$ cat src/rtl/control_unit_if.sv
// rtl/control_unit_if.sv - microsequencer control, microcode-load and datapath-control signal bundle
interface control_unit_if;
  logic        start;
  logic [5:0]  start_addr;
  logic        uc_we;
  logic [5:0]  uc_addr;
  logic [23:0] uc_wdata;
  logic        x_valid;
  logic        x_ready;
  logic        cy;
  logic        neg;
  logic        zero;
  logic [2:0]  fld_A;
  logic [2:0]  fld_B;
  logic [2:0]  fld_C;
  logic        ldRF;
  logic        selR_in;
  logic        ldR_in;
  logic        ldR_out;
  logic [1:0]  alu_op;
  logic        busy;
  logic        done;
  logic        z_valid;
  logic [5:0]  upc;

  modport master (
    output start, start_addr, uc_we, uc_addr, uc_wdata, x_valid, cy, neg, zero,
    input  x_ready, fld_A, fld_B, fld_C, ldRF, selR_in, ldR_in, ldR_out, alu_op,
           busy, done, z_valid, upc
  );

  modport slave (
    input  start, start_addr, uc_we, uc_addr, uc_wdata, x_valid, cy, neg, zero,
    output x_ready, fld_A, fld_B, fld_C, ldRF, selR_in, ldR_in, ldR_out, alu_op,
           busy, done, z_valid, upc
  );
endinterface

$ cat src/rtl/control_unit.sv
// rtl/control_unit.sv - microprogrammed sequencer with 64x24 writable control store
module control_unit (
  input  logic          clk,
  input  logic          rst,
  control_unit_if.slave bus
);
  typedef enum logic [1:0] {S_IDLE = 2'd0, S_RUN = 2'd1, S_WAIT = 2'd2} state_t;

  state_t      r_state;
  logic [23:0] r_mem [0:63];
  logic [5:0]  r_upc;
  logic        r_done;
  logic        r_z_valid;
  logic        r_busy;

  logic [23:0] w_word;
  logic [2:0]  w_cond;
  logic [5:0]  w_next;
  logic [5:0]  w_upc_inc;
  logic [5:0]  w_upc_next;
  logic        w_active;
  logic        w_stall;
  logic        w_issue;

  assign w_word    = r_mem[r_upc];
  assign w_cond    = w_word[8:6];
  assign w_next    = w_word[5:0];
  assign w_upc_inc = r_upc + 6'd1;
  assign w_active  = (r_state != S_IDLE);
  // A wait-for-input word only counts as issued in the cycle its input arrives.
  assign w_stall   = (w_cond == 3'b111) && !bus.x_valid;
  assign w_issue   = w_active && !w_stall;

  always_comb begin
    w_upc_next = w_upc_inc;
    case (w_cond)
      3'b001:  w_upc_next = w_next;
      3'b010:  w_upc_next = bus.zero ? w_next : w_upc_inc;
      3'b011:  w_upc_next = bus.neg ? w_next : w_upc_inc;
      3'b100:  w_upc_next = bus.cy ? w_next : w_upc_inc;
      3'b101:  w_upc_next = !bus.zero ? w_next : w_upc_inc;
      3'b110:  w_upc_next = r_upc;
      3'b111:  w_upc_next = bus.x_valid ? w_upc_inc : r_upc;
      default: w_upc_next = w_upc_inc;
    endcase
  end

  // Control store is only writable while idle and is deliberately never cleared.
  always_ff @(posedge clk) begin
    if (r_state == S_IDLE && bus.uc_we) begin
      r_mem[bus.uc_addr] <= bus.uc_wdata;
    end
  end

  always_ff @(posedge clk or posedge rst) begin
    if (rst) begin
      r_state   <= S_IDLE;
      r_upc     <= 6'd0;
      r_done    <= 1'b0;
      r_z_valid <= 1'b0;
      r_busy    <= 1'b0;
    end else begin
      r_done    <= 1'b0;
      r_z_valid <= w_issue && w_word[11];
      case (r_state)
        S_IDLE: begin
          if (bus.start) begin
            r_upc   <= bus.start_addr;
            r_state <= S_RUN;
            r_busy  <= 1'b1;
          end
        end
        S_RUN: begin
          r_upc <= w_upc_next;
          if (w_cond == 3'b110) begin
            r_state <= S_IDLE;
            r_busy  <= 1'b0;
            r_done  <= 1'b1;
          end else if (w_stall) begin
            r_state <= S_WAIT;
          end
        end
        S_WAIT: begin
          r_upc <= w_upc_next;
          if (!w_stall) begin
            r_state <= S_RUN;
          end
        end
        default: begin
          r_state <= S_IDLE;
          r_busy  <= 1'b0;
        end
      endcase
    end
  end

  assign bus.fld_A   = w_word[23:21];
  assign bus.fld_B   = w_word[20:18];
  assign bus.fld_C   = w_word[17:15];
  assign bus.selR_in = w_word[13];
  assign bus.alu_op  = w_word[10:9];
  assign bus.ldRF    = w_issue && w_word[14];
  assign bus.ldR_in  = w_issue && w_word[12];
  assign bus.ldR_out = w_issue && w_word[11];
  assign bus.x_ready = w_active && (w_cond == 3'b111) && bus.x_valid;
  assign bus.busy    = r_busy;
  assign bus.done    = r_done;
  assign bus.z_valid = r_z_valid;
  assign bus.upc     = r_upc;
endmodule

$ cat src/flat_wrapper.sv
// flat-port wrapper written by rule: the top's interface ports become plain ports
module control_unit_flat 
  (clk, rst, bus_start, bus_start_addr, bus_uc_we, bus_uc_addr, bus_uc_wdata, bus_x_valid, bus_cy, bus_neg, bus_zero, bus_x_ready, bus_fld_A, bus_fld_B, bus_fld_C, bus_ldRF, bus_selR_in, bus_ldR_in, bus_ldR_out, bus_alu_op, bus_busy, bus_done, bus_z_valid, bus_upc);
  control_unit_if bus_i ();
  input  logic clk;
  input  logic rst;
  input wire logic [$bits(bus_i.start)-1:0] bus_start;
  input wire logic [$bits(bus_i.start_addr)-1:0] bus_start_addr;
  input wire logic [$bits(bus_i.uc_we)-1:0] bus_uc_we;
  input wire logic [$bits(bus_i.uc_addr)-1:0] bus_uc_addr;
  input wire logic [$bits(bus_i.uc_wdata)-1:0] bus_uc_wdata;
  input wire logic [$bits(bus_i.x_valid)-1:0] bus_x_valid;
  input wire logic [$bits(bus_i.cy)-1:0] bus_cy;
  input wire logic [$bits(bus_i.neg)-1:0] bus_neg;
  input wire logic [$bits(bus_i.zero)-1:0] bus_zero;
  output wire logic [$bits(bus_i.x_ready)-1:0] bus_x_ready;
  output wire logic [$bits(bus_i.fld_A)-1:0] bus_fld_A;
  output wire logic [$bits(bus_i.fld_B)-1:0] bus_fld_B;
  output wire logic [$bits(bus_i.fld_C)-1:0] bus_fld_C;
  output wire logic [$bits(bus_i.ldRF)-1:0] bus_ldRF;
  output wire logic [$bits(bus_i.selR_in)-1:0] bus_selR_in;
  output wire logic [$bits(bus_i.ldR_in)-1:0] bus_ldR_in;
  output wire logic [$bits(bus_i.ldR_out)-1:0] bus_ldR_out;
  output wire logic [$bits(bus_i.alu_op)-1:0] bus_alu_op;
  output wire logic [$bits(bus_i.busy)-1:0] bus_busy;
  output wire logic [$bits(bus_i.done)-1:0] bus_done;
  output wire logic [$bits(bus_i.z_valid)-1:0] bus_z_valid;
  output wire logic [$bits(bus_i.upc)-1:0] bus_upc;
  assign bus_i.start = bus_start;
  assign bus_i.start_addr = bus_start_addr;
  assign bus_i.uc_we = bus_uc_we;
  assign bus_i.uc_addr = bus_uc_addr;
  assign bus_i.uc_wdata = bus_uc_wdata;
  assign bus_i.x_valid = bus_x_valid;
  assign bus_i.cy = bus_cy;
  assign bus_i.neg = bus_neg;
  assign bus_i.zero = bus_zero;
  assign bus_x_ready = bus_i.x_ready;
  assign bus_fld_A = bus_i.fld_A;
  assign bus_fld_B = bus_i.fld_B;
  assign bus_fld_C = bus_i.fld_C;
  assign bus_ldRF = bus_i.ldRF;
  assign bus_selR_in = bus_i.selR_in;
  assign bus_ldR_in = bus_i.ldR_in;
  assign bus_ldR_out = bus_i.ldR_out;
  assign bus_alu_op = bus_i.alu_op;
  assign bus_busy = bus_i.busy;
  assign bus_done = bus_i.done;
  assign bus_z_valid = bus_i.z_valid;
  assign bus_upc = bus_i.upc;
  control_unit u_core (.clk(clk), .rst(rst), .bus(bus_i));
endmodule
$ cat config.mk
export PLATFORM = sky130hd
export DESIGN_NAME = control_unit_flat
export DESIGN_NICKNAME = d
export VERILOG_FILES = /design/src/rtl/control_unit_if.sv /design/src/rtl/control_unit.sv /design/src/flat_wrapper.sv
export SDC_FILE = /design/constraint.sdc
export NUM_CORES = 1
export LEC_CHECK = 0
export BUFFER_PORTS_ARGS = -buffer_cell sky130_fd_sc_hd__buf_4
export CAP_MARGIN = 30
export CORE_ASPECT_RATIO = 0.6
export CORE_MARGIN = 2
export CORE_UTILIZATION = 25
export DETAILED_ROUTE_END_ITERATION = 10
export PLACE_DENSITY = 0.48
export SLEW_MARGIN = 20
export SYNTH_ARGS = -nofsm -noshare
export SYNTH_HDL_FRONTEND = slang
export SYNTH_SLANG_ARGS = --single-unit
$ cat constraint.sdc
create_clock -name clk -period 3.8 [get_ports clk]
set_input_delay 0.19 -clock clk [delete_from_list [all_inputs] [get_ports clk]]
set_output_delay 0.19 -clock clk [all_outputs]
set_load 0.03 [all_outputs]
==> reports/metrics.cfg, run 1 <==
[setup_path]
crit_type=reg -> out
cp-end-kind=output port
r2r_start=u_core.bus.upc[0]
critical_path_required_ns=3.61
worstPathArrival_ns=3.89
cp_max_fo=10
reg2reg_depth=14
r2r_end=u_core.bus.upc[5]
r2r_slack_ns=-0.04
start_kind=flip-flop

[synthesis]
synth_seq_cells=1547
syn_avg_cell_area_um2=23.6
synth_top_area_share_pct=76.7
ys_seq_area_share_pct=77.2
synth_cell_types=71
synth-async-reset-ratio_pct=0.711
syn_nets=2597
synth_edf_count=1536
syn_area_mm2=0.0601
syn_inst=2548
yosys-top-cells-count=edfxtp_1 (1536), mux4_2 (452), nor2_1 (87)
yosysMostFrequentCell=edfxtp_1
synth_top_area_cell=edfxtp_1
ys_warn_count=0
netlist_top_cells_area=edfxtp_1 (77%), mux4_2 (17%), mux2i_1 (0.82%)
ys.flop_type=edfxtp_1

[global_route]
antenna_found_initial=26
grt_max_degree=68
grtUsageTotal_pct=14.9
grt_pass1_vias=29100
grt_overflow_total=0
grt_pass1_wl_um=253000

[routing]
num_vias=30200
wl_um=186000
drc=0
ant_nets=0
avgViaCountPerCell=4.84
dr.pass1.iters=5
wl_per_cell_um=29.8
initialDrtViolationCount=4302

[timing]
finalWorstSetupSlack_ns=-0.281
clock.fmax_mhz=245
rsz0062_at_grt=true
relSlewSlack_pct=33.0
fin_skew_ns=0.0877
slew_violations=0
period_share_pct=107
hold_viol_final=0
tightest_slew_ns=1.00
fin_setup_tns_ns=-3.97
fin_crit_ns=4.08
setup_violations=17

[place]
finalWeightedCongestion=0.846
port_buffers=68
place_ws_ns=0.0559
dp_hpwl_um=109000

[clock_tree]
clock_latency_ns=0.84
cts_buffers=163
clock-sinks=1547
cts_tree=yes
root_buffer=clkbuf_16
clk_pin_slew_ns=0.07
cts_buffer_depth=4
h-tree-depth=4

[power]
seqPwrFrac_pct=35.0
swShare_pct=32.2
p_per_area_mw_per_mm2=744
report.power.total_uw=54500
peakVddDrop_mv=0.567
clkPwrFrac_pct=28.3
intPower_uw=37000
leakagePower_uw=0.0225
power_frac_comb_pct=36.7
switching_power_uw=17500

[cells_and_area]
multiInputGateArea_mm2=0.0135
area_growth_pct=21.8
fillers=22800
drive_above_1_share_pct=36.3
fin_nets=2990
register_area_mm2=0.0464

[floorplanning]
start_util_pct=25.1
fp-row-count=139
die_area_mm2=0.245
pin_count=69
die_h_um=384
die_w_um=637
core_area_mm2=0.239

[hold_path]
min_from=bus_uc_addr[0]
min_to=u_core.r_mem[53][5]
hold_depth=4
hold_class=in -> reg

[run]
drv_cap=0

[status]
violations=setup timing
status=finished with violations

==> routing by layer <==
layer | track usage (%) | part of all wire (%) | wire (µm)
met5 | 0 | 0.014 | 26
met4 | 2.70 | 1.6 | 2990
met2 | 19.8 | 40 | 74600
met1 | 23.8 | 49 | 90200
met3 | 4.22 | 9.6 | 17900
==> repair_timing <==
| item | 4_1_cts | 5_1_grt |
|---|---|---|
| cloned | 19 | 2 |
| hold buffers | 40 | 0 |
| setup endpoints to repair | 16 | 22 |
| pin swaps | 5 | 7 |
| resized for setup | 81 | 26 |
| setup buffers | 31 | 12 |
| endpoints found under the hold margin | 1218 | 0 |
==> sequential cells by signal, summed over array words and instances (netlist names) <==
signal              flops
u_core.bus.upc          6
u_core.r_mem         1536
u_core.r_state          2
u_core.bus.busy         1
u_core.bus.z_valid      1
u_core.bus.done         1
==> metrics by stage <==
step                std cells  util, %  hold WS [ns]  area [µm²]
floorplan                2548        -        0.0424       60200
global placement         5847     27.8         0.335       66500
detailed placement       5847     27.8         0.324       66500
CTS                      6215     30.6        0.0369       73100
global route             6230     30.6        0.0807       73200
finish                   6236     30.6        0.0695       73300
==> layout by cell type, fill, tap and decap left out, types with 11 or more instances in the layout <==
cell / n
a21oi_1: 19
a22oi_1: 11
buf_12: 45
buf_16: 29
buf_4: 221
buf_6: 20
bufinv_16: 13
clkbuf_1: 35
clkbuf_16: 166
clkinv_1: 30
clkinv_2: 21
dlygate4sd3_1: 40
edfxtp_1: 1536
mux2i_1: 49
mux4_2: 455
nand2_1: 31
nand3_1: 15
nor2_1: 20
nor2_4: 65
nor2b_1: 12
o21ai_0: 15
==> critical path, stage by stage, from the launching register on <==
cell	delay, ns
dfrtp_4	0.45
buf_12	0.14
buf_16	0.17
buf_16	0.18
buf_16	0.17
mux4_2	0.53
mux4_2	0.59
mux4_2	0.57
buf_4	0.20
==> how the worst max path moves through the flow <==
stage | from | endpoint | slack [ns] | depth (start not counted)
global route | u_core.bus.upc[0] | bus_fld_A[2] | -0.33 | 8
global placement | u_core.bus.upc[0] | u_core.bus.upc[0] | -0.70 | 12
finish | u_core.bus.upc[0] | bus_fld_A[2] | -0.28 | 8
floorplan | u_core.bus.upc[0] | bus_alu_op[0] | 0.007 | 10
CTS | u_core.bus.upc[0] | bus_fld_B[1] | -0.35 | 9
detailed placement | u_core.bus.upc[2] | u_core.r_state[0] | 0.06 | 11
==> area by class of cell <==
class	count	area share [%]
well taps	3172	5.42
diodes	9	0.0307
clock buffers	199	5.78
clock inverters	80	1.03
repair buffers	367	5.83
multi-input cells	850	18.5
inverters	12	0.0683
flip-flops and latches	1547	63.4
==> power groups by stage <==
stage | registers (µW) | logic (µW) | clock network (µW)
detailed placement | 19400 | 17700 | 0
global placement | 19400 | 17800 | 0
global route | 19100 | 20900 | 16500
CTS | 19100 | 19700 | 15800
floorplan | 19400 | 10600 | 0
finish | 19100 | 20000 | 15500
==> logic make-up after synthesis <==
| group | count (synthesis) | share of synthesized area, % |
|---|---|---|
| xor gates and xnor gates | 5 | 0.0728 |
| muxes | 517 | 18.2 |
| buffers and inverters | 151 | 1.32 |
| DFF | 1547 | 77.2 |
| adders and majority gates | 5 | 0.104 |
| and+or+nand+nor | 200 | 1.60 |
| AOI/OAI and AO/OA | 123 | 1.58 |
Note: power is estimated with default switching activity, not from simulation.
==> run 2, diff against run 1 <==
--- a/config.mk
+++ b/config.mk
@@ -5,6 +5,7 @@
 export SDC_FILE = /design/constraint.sdc
 export NUM_CORES = 1
 export LEC_CHECK = 0
+export ABC_AREA = 0
 export BUFFER_PORTS_ARGS = -buffer_cell sky130_fd_sc_hd__buf_4
 export CAP_MARGIN = 30
 export CORE_ASPECT_RATIO = 0.6
@@ -12,6 +13,7 @@
 export CORE_UTILIZATION = 25
 export DETAILED_ROUTE_END_ITERATION = 10
 export PLACE_DENSITY = 0.48
+export RECOVER_POWER = 25
 export SLEW_MARGIN = 20
 export SYNTH_ARGS = -nofsm -noshare
 export SYNTH_HDL_FRONTEND = slang
==> reports/metrics.cfg, run 2 (synthesis gave the netlist of run 1 again) <==
[setup_path]
worst-path-buf-inv=4  ; was 5
cp-end-kind=output port  ; unchanged
crit_chain=buf_12 > buf_16 > buf_16 > mux4_2 > mux4_2 > mux4_2 > and2_4 > buf_6  ; was buf_12 > buf_16 > buf_16 > buf_16 > mux4_2 > mux4_2 > mux4_2 > buf_4
crit_slowest_cell=mux4_2  ; unchanged
cpLargestDelayFamily=multiplexers  ; unchanged
r2r_start=u_core.bus.upc[0]  ; unchanged
worstPathArrival_ns=3.90  ; was 3.89 ns
crit_start=u_core.bus.upc[0]  ; unchanged
critical_path_required_ns=3.61  ; about the same
crit_top_cell=mux4_2
cp_max_fo=7  ; was 10
start_kind=flip-flop  ; unchanged
cp_slowest_stage_delay_ns=0.61  ; was 0.59 ns
crit_type=reg -> out  ; unchanged

[timing]
slew_violations=1173  ; was 0
period_share_pct=108  ; was 107%
hold_viol_final=0  ; unchanged
fin_setup_tns_ns=-4.00  ; was -3.97 ns
fin_skew_ns=0.0887  ; was 0.0877 ns
relSlewSlack_pct=-123  ; was 33.0%
rsz0062_at_grt=true  ; unchanged
clock.fmax_mhz=245  ; about the same
finalWorstSetupSlack_ns=-0.289  ; was -0.281 ns
setup_violations=17  ; unchanged
tightest_slew_ns=3.34  ; was 1.00 ns
fin_crit_ns=4.09  ; was 4.08 ns

[clock_tree]
root_buffer=clkbuf_16  ; unchanged
cts_buffer_depth=4  ; unchanged
clock-sinks=1547  ; unchanged
h-tree-depth=4  ; unchanged
cts_tree=yes  ; unchanged
cts_buffers=163  ; unchanged
clock_latency_ns=0.84  ; about the same
clk_pin_slew_ns=0.07  ; about the same

[floorplanning]
die_area_mm2=0.245  ; unchanged
die_h_um=384  ; unchanged
pin_count=69  ; unchanged
start_util_pct=25.1  ; unchanged
die_w_um=637  ; unchanged
core_area_mm2=0.239  ; unchanged
fp-row-count=139  ; unchanged

[global_route]
grt_overflow_total=0  ; unchanged
grt_pass1_vias=29100  ; unchanged
grtUsageTotal_pct=14.9  ; unchanged
grt_pass1_wl_um=253000  ; unchanged
grt_max_degree=68  ; unchanged
antenna_found_initial=27  ; was 26

[routing]
wl_per_cell_um=29.8  ; about the same
num_vias=30200  ; about the same
avgViaCountPerCell=4.85  ; was 4.84
initialDrtViolationCount=4344  ; was 4302
drc=0  ; unchanged
ant_nets=0  ; unchanged
wl_um=186000  ; about the same
dr.pass1.iters=5  ; unchanged

[place]
dp_hpwl_um=109000  ; unchanged
finalWeightedCongestion=0.846  ; unchanged
port_buffers=68  ; unchanged
dp.cells=5847  ; unchanged

[power]
report.power.total_uw=54500  ; about the same
intPower_uw=37000  ; about the same
switching_power_uw=17500  ; about the same
p_per_area_mw_per_mm2=745  ; was 744 mW/mm²
seqPwrFrac_pct=35.0  ; about the same
peakVddDrop_mv=0.567  ; about the same
power_frac_comb_pct=36.7  ; about the same
swShare_pct=32.1  ; was 32.2%
clkPwrFrac_pct=28.3  ; about the same
leakagePower_uw=0.0225  ; about the same

[status]
violations=capacitance limit, slew limit, setup timing  ; was setup timing
status=finished with violations  ; unchanged

[cells_and_area]
fin_cells=6234  ; was 6236
largest_reg_flops=1536  ; unchanged
fin_nets=2990  ; unchanged
register_area_mm2=0.0464  ; unchanged
fillers=22800  ; about the same
final_common_cell=edfxtp_1  ; unchanged
multiInputGateArea_mm2=0.0135  ; unchanged
area_growth_pct=21.7  ; was 21.8%
layout_common_cells=edfxtp_1 (1536), mux4_2 (455), buf_4 (203)  ; was edfxtp_1 (1536), mux4_2 (455), buf_4 (221)
top_register=u_core.r_mem  ; unchanged
drive_above_1_share_pct=35.7  ; was 36.3%

[run]
drv_cap=18  ; was 0

[hold_path]
hold_class=in -> reg  ; unchanged
min_from=bus_uc_addr[0]  ; unchanged

[run 2: cell types whose count changed in the layout (fill, tap and decap cells not counted)]
cell	change
clkbuf_1	+18
buf_4	-18
diode_2	-2
[run 2: final cells by class]
type	instances	share of cell area [%]
diodes	7	0.0239
clock buffers	199	5.79
clock inverters	80	1.03
inverters	12	0.0684
multi-input cells	850	18.5
flip-flops and latches	1547	63.4
well taps	3172	5.42
repair buffers	367	5.74
[run 2: final timing paths]
path	endpoint	slack, ns	cells past startpoint
max	bus_ldR_in	-0.29	8
max reg2reg	u_core.bus.upc[5]	-0.01	14
min	u_core.r_mem[53][5]	0.06	4
min reg2reg	u_core.bus.busy	0.52	1
max in group asynchronous	u_core.bus.upc[3]	2.66	4
min in group asynchronous	u_core.r_state[1]	0.58	4
[run 2: through the flow]
| stage | setup WS (ns) | area (µm²) | hold slack (ns) | util, % |
|---|---|---|---|---|
| after floorplan | 0.00709 | 60200 | 0.0424 | - |
| after global placement | -0.702 | 66500 | 0.335 | 27.8 |
| after detailed placement | 0.0559 | 66500 | 0.324 | 27.8 |
| after CTS | -0.346 | 73100 | 0.0369 | 30.6 |
| after global routing | -0.332 | 73200 | 0.0807 | 30.6 |
| final | -0.289 | 73200 | 0.0632 | 30.6 |
[run 2: power by group through the flow]
stage	combinational [µW]	sequential, µW	clock [µW]
after CTS	19700	19100	15800
after global placement	17800	19400	0
after detailed placement	17700	19400	0
after global routing	20900	19100	16500
final	20000	19100	15400
after floorplan	10600	19400	0
[run 2: worst reg2reg max path, stage by stage, from the launching register on]
cell,delay [ns]
dfrtp_4,0.51
buf_12,0.16
buf_4,0.14
bufbuf_16,0.27
buf_4,0.15
mux4_2,0.43
nor2_2,0.27
a21oi_1,0.12
a2111oi_1,0.40
buf_4,0.20
or2_2,0.17
a21oi_1,0.08
o32a_1,0.37
o31ai_1,0.25
a41oi_1,0.15
[run 2: per-layer routing]
metal  up-vias  track usage [%]  share of wire (%)
met5         -                0              0.014
met4         4             2.70                1.6
met3       195             4.22                9.4
met2      1367             19.8                 40
met1     16900             23.8                 49
li1      11800                -                  -
[run 2: timing repair]
| action | CTS | global route |
|---|---|---|
| setup endpoints to repair | 16 | 22 |
| setup buffers | 31 | 12 |
| hold buffers | 40 | 0 |
| hold endpoints to repair | 1218 | 0 |
| resized for setup | 81 | 26 |
| pin swaps | 5 | 7 |
| cloned | 19 | 2 |
